`src/rtl/hazard_ctrl.sv`:
```
// Pipeline hazard controller for the 5-stage RV32IM core (load-use, taken branch, multi-cycle MDU, memory busywait).
// Latency: outputs are combinational from STATE/CNT and inputs, so the pipeline registers act on them at the next edge.
// Backpressure: MEM_BUSYWAIT holds PC, IF/ID and ID/EX and freezes this controller; optional perf counters under HAZARD_PERF_CNT_EN.
module hazard_ctrl #(
    parameter int MDU_LATENCY = 4,
    parameter int CNT_W       = 4
) (
    input  logic        CLK,
    input  logic        RESET,
    input  logic        MEM_BUSYWAIT,
    input  logic        IDEX_MEMREAD,
    input  logic [4:0]  IDEX_RD,
    input  logic        IDEX_MDU_OP,
    input  logic [4:0]  IFID_RS1,
    input  logic [4:0]  IFID_RS2,
    input  logic        IFID_USES_RS1,
    input  logic        IFID_USES_RS2,
    input  logic        BRANCH_TAKEN,
    output logic        PC_HOLD,
    output logic        IFID_HOLD,
    output logic        IFID_FLUSH,
    output logic        IDEX_HOLD,
    output logic        IDEX_FLUSH,
    output logic        EXMEM_FLUSH,
    output logic        MDU_BUSY,
    output logic [31:0] STALL_CYCLES,
    output logic [31:0] FLUSH_COUNT
);

    typedef enum logic [0:0] {
        RUN      = 1'b0,
        MDU_WAIT = 1'b1
    } state_t;

    // A single-cycle MDU needs no wait state at all.
    localparam logic             MDU_MULTI = (MDU_LATENCY > 1);
    // The entry cycle in RUN is the first occupancy cycle, and the CNT==0 cycle is the last.
    localparam logic [CNT_W-1:0] CNT_INIT  = (MDU_LATENCY > 1) ? CNT_W'(MDU_LATENCY - 2) : '0;

    state_t           state;
    state_t           state_nxt;
    logic [CNT_W-1:0] cnt;
    logic [CNT_W-1:0] cnt_nxt;
    logic             load_use;

    // x0 is hard-wired to zero, so a load targeting it never forms a dependency.
    assign load_use = IDEX_MEMREAD && (IDEX_RD != 5'd0) &&
                      ((IFID_USES_RS1 && (IFID_RS1 == IDEX_RD)) ||
                       (IFID_USES_RS2 && (IFID_RS2 == IDEX_RD)));

    // Priority resolution of hazard sources into pipeline controls and next state.
    always_comb begin
        PC_HOLD     = 1'b0;
        IFID_HOLD   = 1'b0;
        IFID_FLUSH  = 1'b0;
        IDEX_HOLD   = 1'b0;
        IDEX_FLUSH  = 1'b0;
        EXMEM_FLUSH = 1'b0;
        MDU_BUSY    = 1'b0;
        state_nxt   = state;
        cnt_nxt     = cnt;
        if (MEM_BUSYWAIT) begin
            // Whole-pipeline freeze; MDU occupancy status is carried through unchanged.
            PC_HOLD   = 1'b1;
            IFID_HOLD = 1'b1;
            IDEX_HOLD = 1'b1;
            MDU_BUSY  = (state == MDU_WAIT);
        end else begin
            unique case (state)
                RUN: begin
                    if (BRANCH_TAKEN) begin
                        // Squash the two wrong-path instructions; PC takes the target.
                        IFID_FLUSH = 1'b1;
                        IDEX_FLUSH = 1'b1;
                    end else if (MDU_MULTI && IDEX_MDU_OP) begin
                        PC_HOLD     = 1'b1;
                        IFID_HOLD   = 1'b1;
                        IDEX_HOLD   = 1'b1;
                        EXMEM_FLUSH = 1'b1;
                        MDU_BUSY    = 1'b1;
                        state_nxt   = MDU_WAIT;
                        cnt_nxt     = CNT_INIT;
                    end else if (load_use) begin
                        // One bubble into EX; the hazard vanishes once the bubble is there.
                        PC_HOLD    = 1'b1;
                        IFID_HOLD  = 1'b1;
                        IDEX_FLUSH = 1'b1;
                    end
                end
                MDU_WAIT: begin
                    if (cnt != '0) begin
                        PC_HOLD     = 1'b1;
                        IFID_HOLD   = 1'b1;
                        IDEX_HOLD   = 1'b1;
                        EXMEM_FLUSH = 1'b1;
                        MDU_BUSY    = 1'b1;
                        cnt_nxt     = cnt - CNT_W'(1);
                    end else begin
                        // Result moves to EX/MEM on this edge; a following MDU op restarts in RUN.
                        state_nxt = RUN;
                    end
                end
                default: state_nxt = RUN;
            endcase
        end
    end

    // Controller state register.
    always_ff @(posedge CLK or posedge RESET) begin
        if (RESET) begin
            state <= RUN;
            cnt   <= '0;
        end else begin
            state <= state_nxt;
            cnt   <= cnt_nxt;
        end
    end

`ifdef HAZARD_PERF_CNT_EN
    logic [31:0] stall_q;
    logic [31:0] flush_q;

    // Performance counters; busywait stalls are counted as well, wrap modulo 2^32.
    always_ff @(posedge CLK or posedge RESET) begin
        if (RESET) begin
            stall_q <= 32'd0;
            flush_q <= 32'd0;
        end else begin
            if (PC_HOLD)    stall_q <= stall_q + 32'd1;
            if (IFID_FLUSH) flush_q <= flush_q + 32'd1;
        end
    end

    assign STALL_CYCLES = stall_q;
    assign FLUSH_COUNT  = flush_q;
`else
    assign STALL_CYCLES = 32'd0;
    assign FLUSH_COUNT  = 32'd0;
`endif

endmodule

```
`config.mk`:
```
export PLATFORM = sky130hd
export DESIGN_NAME = hazard_ctrl
export DESIGN_NICKNAME = d
export VERILOG_FILES = /design/src/rtl/hazard_ctrl.sv
export SDC_FILE = /design/constraint.sdc
export NUM_CORES = 1
export LEC_CHECK = 0
export ABC_AREA = 1
export BUFFER_PORTS_ARGS = -buffer_cell sky130_fd_sc_hd__buf_2
export CORE_MARGIN = 3
export CORE_UTILIZATION = 41
export CTS_CLUSTER_DIAMETER = 50
export CTS_CLUSTER_SIZE = 14
export DETAILED_ROUTE_END_ITERATION = 10
export GPL_ROUTABILITY_DRIVEN = 0
export PLACE_DENSITY = 0.85
export SLEW_MARGIN = 0
export SYNTH_ARGS = -nofsm -noshare
export SYNTH_HDL_FRONTEND = slang
export SYNTH_SLANG_ARGS = --single-unit
```
`constraint.sdc`:
```
create_clock -name CLK -period 4 [get_ports CLK]
set_clock_uncertainty 0.1 [all_clocks]
set_input_delay 0.4 -clock CLK [delete_from_list [all_inputs] [get_ports CLK]]
set_output_delay 0.4 -clock CLK [all_outputs]
set_load 0.02 [all_outputs]
```
# Word level (Yosys, flattened, before mapping)
# Cells that the tools add are included.
# word_totals
in_bits	23
word_cells	41
reg_bits	5
# op_classes
n_mux	23
n_reduce_logical	8
add_sub_neg	1
n_eq_ne	5
n_bitwise	2
# ops
op	n
1-bit 2-to-1 mux	17
4-bit 2-to-1 mux	3
5-bit == test	2
4-bit case mux with 2 select lines	1
5-bit nonzero test	1
1-bit logical AND	4
2-bit != test (second input constant)	2
1-bit case mux with 2 select lines	2
4-bit AND reduction	1
4-bit nonzero test	1
4-bit by 1-bit subtractor with 4-bit output (second input constant)	1
2-bit by 1-bit != test with 1-bit output (second input constant)	1
1-bit NOT	2
1-bit logical OR	1

# Depth between registers and ports, before layout
# logic_depth
ltp_word	9
mapped_depth	9
ltp_nobuf	8

# Least setup slack after synthesis
# OpenSTA, ideal clock, no wires.
# synth_path
path_type	register to output
from	register cnt[0]
to	output PC_HOLD
arrival_time_ns	1.284
path_slack_ns	2.216
t_required_ns	3.500
stages_incl_launch_ff	9
cell_sequence	dfrtp_1 inv_1 ha_1 nand2_1 nand2_1 nand2_1 nor2_1 nand2_1 buf_4
# synth_via
elab_chain_len	4
# synth_lines
element	line_no	source
from (decl)	42	logic [CNT_W-1:0] cnt;
from (signal assigned)	115	cnt <= cnt_nxt;
4-bit nonzero test	91	if (cnt != '0) begin
1-bit 2-to-1 mux	-	
1-bit case mux with 2 select lines	-	
1-bit 2-to-1 mux	-	
to (decl)	19	output logic PC_HOLD,
# Every way passes these cells.

# Final worst setup path
# layout_path
from	register cnt[0]
to	output MDU_BUSY
# layout_via
elab_chain_len	4
# layout_lines
element	line_no	source
4-bit nonzero test	91	
1-bit 2-to-1 mux	91	
1-bit case mux with 2 select lines	69	unique case (state)
1-bit 2-to-1 mux	62	if (MEM_BUSYWAIT) begin
to (decl)	25	output logic MDU_BUSY,
# Every way passes these cells.

==> metrics.txt <==
# TYPE chip_impl_metric gauge
chip_impl_metric{name="regToRegSetupSlack",unit="ps"} 2570
chip_impl_metric{name="clock-sinks",unit=""} 5
chip_impl_metric{name="dr.first_iter.drc_count",unit=""} 9
chip_impl_metric{name="antennaDiodeCount",unit=""} 0
chip_impl_metric{name="grt_first_pass_wirelength",unit="µm"} 2822
chip_impl_metric{name="cts_inserted_buffers",unit=""} 3
chip_impl_metric{name="detailedPlacementHpwl",unit="µm"} 1613
chip_impl_info{name="setup.worst_path.class",value="reg2out"} 1
chip_impl_metric{name="drc",unit=""} 0
chip_impl_info{name="timing.critical_path.to",value="MDU_BUSY"} 1
chip_impl_info{name="worstReg2RegStart",value="cnt[0]"} 1
chip_impl_metric{name="final.period_utilization",unit=""} 0.5238
chip_impl_metric{name="vias_per_cell",unit=""} 3.705
chip_impl_info{name="reg2reg_to",value="cnt[3]"} 1
chip_impl_metric{name="synth_cell_type_count",unit=""} 18
chip_impl_metric{name="post-place-ws",unit="ps"} 2175
chip_impl_metric{name="fin_ws",unit="ps"} 1905
chip_impl_metric{name="totalWireLength",unit="µm"} 1799
chip_impl_metric{name="die_x",unit="µm"} 56.99
chip_impl_info{name="worstSetupEndpointType",value="primary output"} 1
chip_impl_metric{name="synth_enable_flop_cells",unit=""} 0
chip_impl_metric{name="place.detailed.instances",unit=""} 222
chip_impl_metric{name="floorplan.initialDensity",unit=""} 0.4556
chip_impl_metric{name="timing.final.crit_period",unit="ps"} 2095
chip_impl_metric{name="ios",unit=""} 94
chip_impl_metric{name="cap_viol_max_count",unit=""} 0
chip_impl_metric{name="antenna_violations_before_repair",unit=""} 0
chip_impl_metric{name="pre_repair_dr_iteration_count",unit=""} 4
chip_impl_metric{name="finalPower",unit="µW"} 422.0
chip_impl_info{name="timing.critical_path.slowest_stage_cell",value="dfrtp_1"} 1
chip_impl_metric{name="final-hold-violation-count",unit=""} 0
chip_impl_metric{name="worst_path_required",unit="ps"} 3500
chip_impl_metric{name="r2r.worst_path.cells",unit=""} 8
chip_impl_metric{name="finalNetCount",unit=""} 224
chip_impl_metric{name="placeableCoreArea",unit="µm²"} 2340
chip_impl_metric{name="synthCells",unit=""} 168
chip_impl_metric{name="drv_slew",unit=""} 0
chip_impl_info{name="worst_setup_path_startpoint",value="cnt[0]"} 1
chip_impl_metric{name="postSynthAreaPerCell",unit="µm²"} 6.345
chip_impl_info{name="mostFrequentLayoutCells",value="conb_1 (64), nand2_1 (43), buf_2 (29)"} 1
chip_impl_metric{name="clk_transition_reported_paths",unit="ps"} 50
chip_impl_info{name="critical_path.cell_chain",value="inv_1 > ha_1 > nand2_1 > nand2_1 > a21oi_4 > inv_2 > nand2_1 > buf_2"} 1
chip_impl_metric{name="grt_pass1_vias",unit=""} 666
chip_impl_metric{name="via_count",unit=""} 841
chip_impl_metric{name="die_height",unit="µm"} 56.99
chip_impl_info{name="mostFrequentLayoutCell",value="conb_1"} 1
chip_impl_metric{name="row_count",unit=""} 17
chip_impl_metric{name="async_flop_share",unit=""} 1.000
chip_impl_metric{name="finalSetupViolations",unit=""} 0
chip_impl_info{name="cts_root_buffer",value="clkbuf_4"} 1
chip_impl_metric{name="postSynthRegisterBits",unit=""} 5
chip_impl_metric{name="fmax",unit="MHz"} 477.3
chip_impl_metric{name="fin_worst_hold_slack",unit="ps"} 384.9
chip_impl_metric{name="syn2layout_area_growth",unit="%"} -4.342
chip_impl_info{name="synth_flop_cell",value="dfrtp_1"} 1
chip_impl_metric{name="cellLeakagePower",unit="nW"} 0.7094
chip_impl_info{name="tritoncts",value="done"} 1
chip_impl_metric{name="layout.cells.non_filler",unit=""} 227
chip_impl_metric{name="netlist_area",unit="µm²"} 1066
chip_impl_metric{name="power-per-cell-area",unit="nW/µm²"} 413.8
chip_impl_metric{name="ctsLongestPathBuffers",unit=""} 2
chip_impl_metric{name="critical_path_arrival",unit="ps"} 1600
chip_impl_metric{name="die-area",unit="µm²"} 3248
chip_impl_metric{name="maximum_number_of_pins_on_one_net_before_global_route_repair",unit=""} 10
chip_impl_metric{name="io_buffers",unit=""} 29
chip_impl_metric{name="final.setup.tns",unit="ps"} 0
chip_impl_metric{name="yosysWarnings",unit=""} 0
chip_impl_info{name="hold_wc_path_type",value="in2reg"} 1
chip_impl_info{name="rsz0062_at_grt",value="false"} 1
chip_impl_metric{name="critical_path_peak_fanout",unit=""} 6
chip_impl_metric{name="grt-ovfl-total",unit=""} 0
chip_impl_metric{name="power.ir.vdd_worst",unit="µV"} 261.8
chip_impl_metric{name="clock_latency",unit="ps"} 250
chip_impl_metric{name="synth_seq_area_share",unit=""} 0.1174
chip_impl_metric{name="post_route_cells_drive_above_1_share",unit=""} 0.2010
chip_impl_metric{name="track_usage",unit=""} 0.1078
chip_impl_info{name="setup.worst_path.start_class",value="flip-flop"} 1
chip_impl_metric{name="routedWlPerCell",unit="µm"} 7.925
chip_impl_metric{name="worst_path_largest_cell_delay",unit="ps"} 330
chip_impl_metric{name="h-tree-depth",unit=""} 1
chip_impl_metric{name="number_of_nets_with_antenna_violations_after_routing",unit=""} 0
chip_impl_info{name="outcome",value="complete, no violations"} 1
chip_impl_info{name="crit_top_cell",value="nand2_1"} 1
area by class of cell:
class | count | area, µm²
Fill cell | 261 | 1320
Multi-Input combinational cell | 139 | 599.3
Clock buffer | 4 | 26.28
Tap cell | 28 | 35.03
Sequential cell | 5 | 125.1
Inverter | 21 | 78.83
Timing Repair Buffer | 30 | 155.1
critical path: cells and delay by family (launching register included):
family          cells  cell delay [ps]
flops               1              330
compound gates      1              210
buf+inv             3              330
fa+ha+maj           1              230
simple gates        3              250
logic make-up (layout without fill, tap and decap cells):
logic type               count (synthesis)  in the layout  synth area share
other                                    1             64          0.003518
flip-flops                               5              5            0.1174
AND/OR/NAND/NOR                         68             68            0.2793
AO/OA/AOI/OAI                            6              6           0.04578
buffers and inverters                   87             55            0.5422
adder cells (fa/ha/maj)                  1              1           0.01174
how the worst min path moves through the flow:
stage                             from  endpoint  slack, ps  depth (start not counted)
final                     MEM_BUSYWAIT     state        380                          3
after global routing      MEM_BUSYWAIT     state        400                          3
after CTS                 MEM_BUSYWAIT     state        380                          3
after detailed placement         RESET    cnt[1]        220                          2
after global placement           RESET    cnt[1]        200                          2
after floorplan                  RESET    cnt[0]         80                          1
per-stage QoR:
stage                       util  area [µm²]
after global placement    0.4203       983.4
final                     0.4358        1020
after CTS                 0.4358        1020
after detailed placement  0.4203       983.4
after global routing      0.4358        1020
after floorplan                -        1303
what timing repair did:
item                                    4_1_cts  5_1_grt
endpoints found under the setup margin        0        0
resized for setup                             0        0
hold buffers                                  1        0
endpoints found under the hold margin         5        0
setup buffers                                 0        0
state kept, by name (all words and copies together), names as in the netlist:
signal,flops
cnt,4
state,1
power breakdown:
group / switching (mW) / total [mW] / internal, mW
logic: 0.174 / 0.258 / 0.0836
registers: 0.0307 / 0.104 / 0.0735
clock network: 0.0221 / 0.0599 / 0.0378
total: 0.227 / 0.422 / 0.195
routing by layer:
layer | GRT usage | wire length [µm]
met4 | 0.02980 | 10
met3 | 0.04977 | 279
met2 | 0.1615 | 845
met5 | 0 | 0
met1 | 0.1393 | 663
Yosys cell counts (2+ instances only):
cell | count | area (µm²)
nor3_1 | 2 | 10.01
nand3_1 | 7 | 35.03
nor2_1 | 11 | 41.29
nand2_1 | 43 | 161.4
buf_4 | 65 | 488.0
o21ai_2 | 2 | 17.52
o21ai_0 | 3 | 15.01
or2_2 | 2 | 12.51
inv_1 | 20 | 75.07
dfrtp_1 | 5 | 125.1
Note: power is estimated with default switching activity, not from simulation.
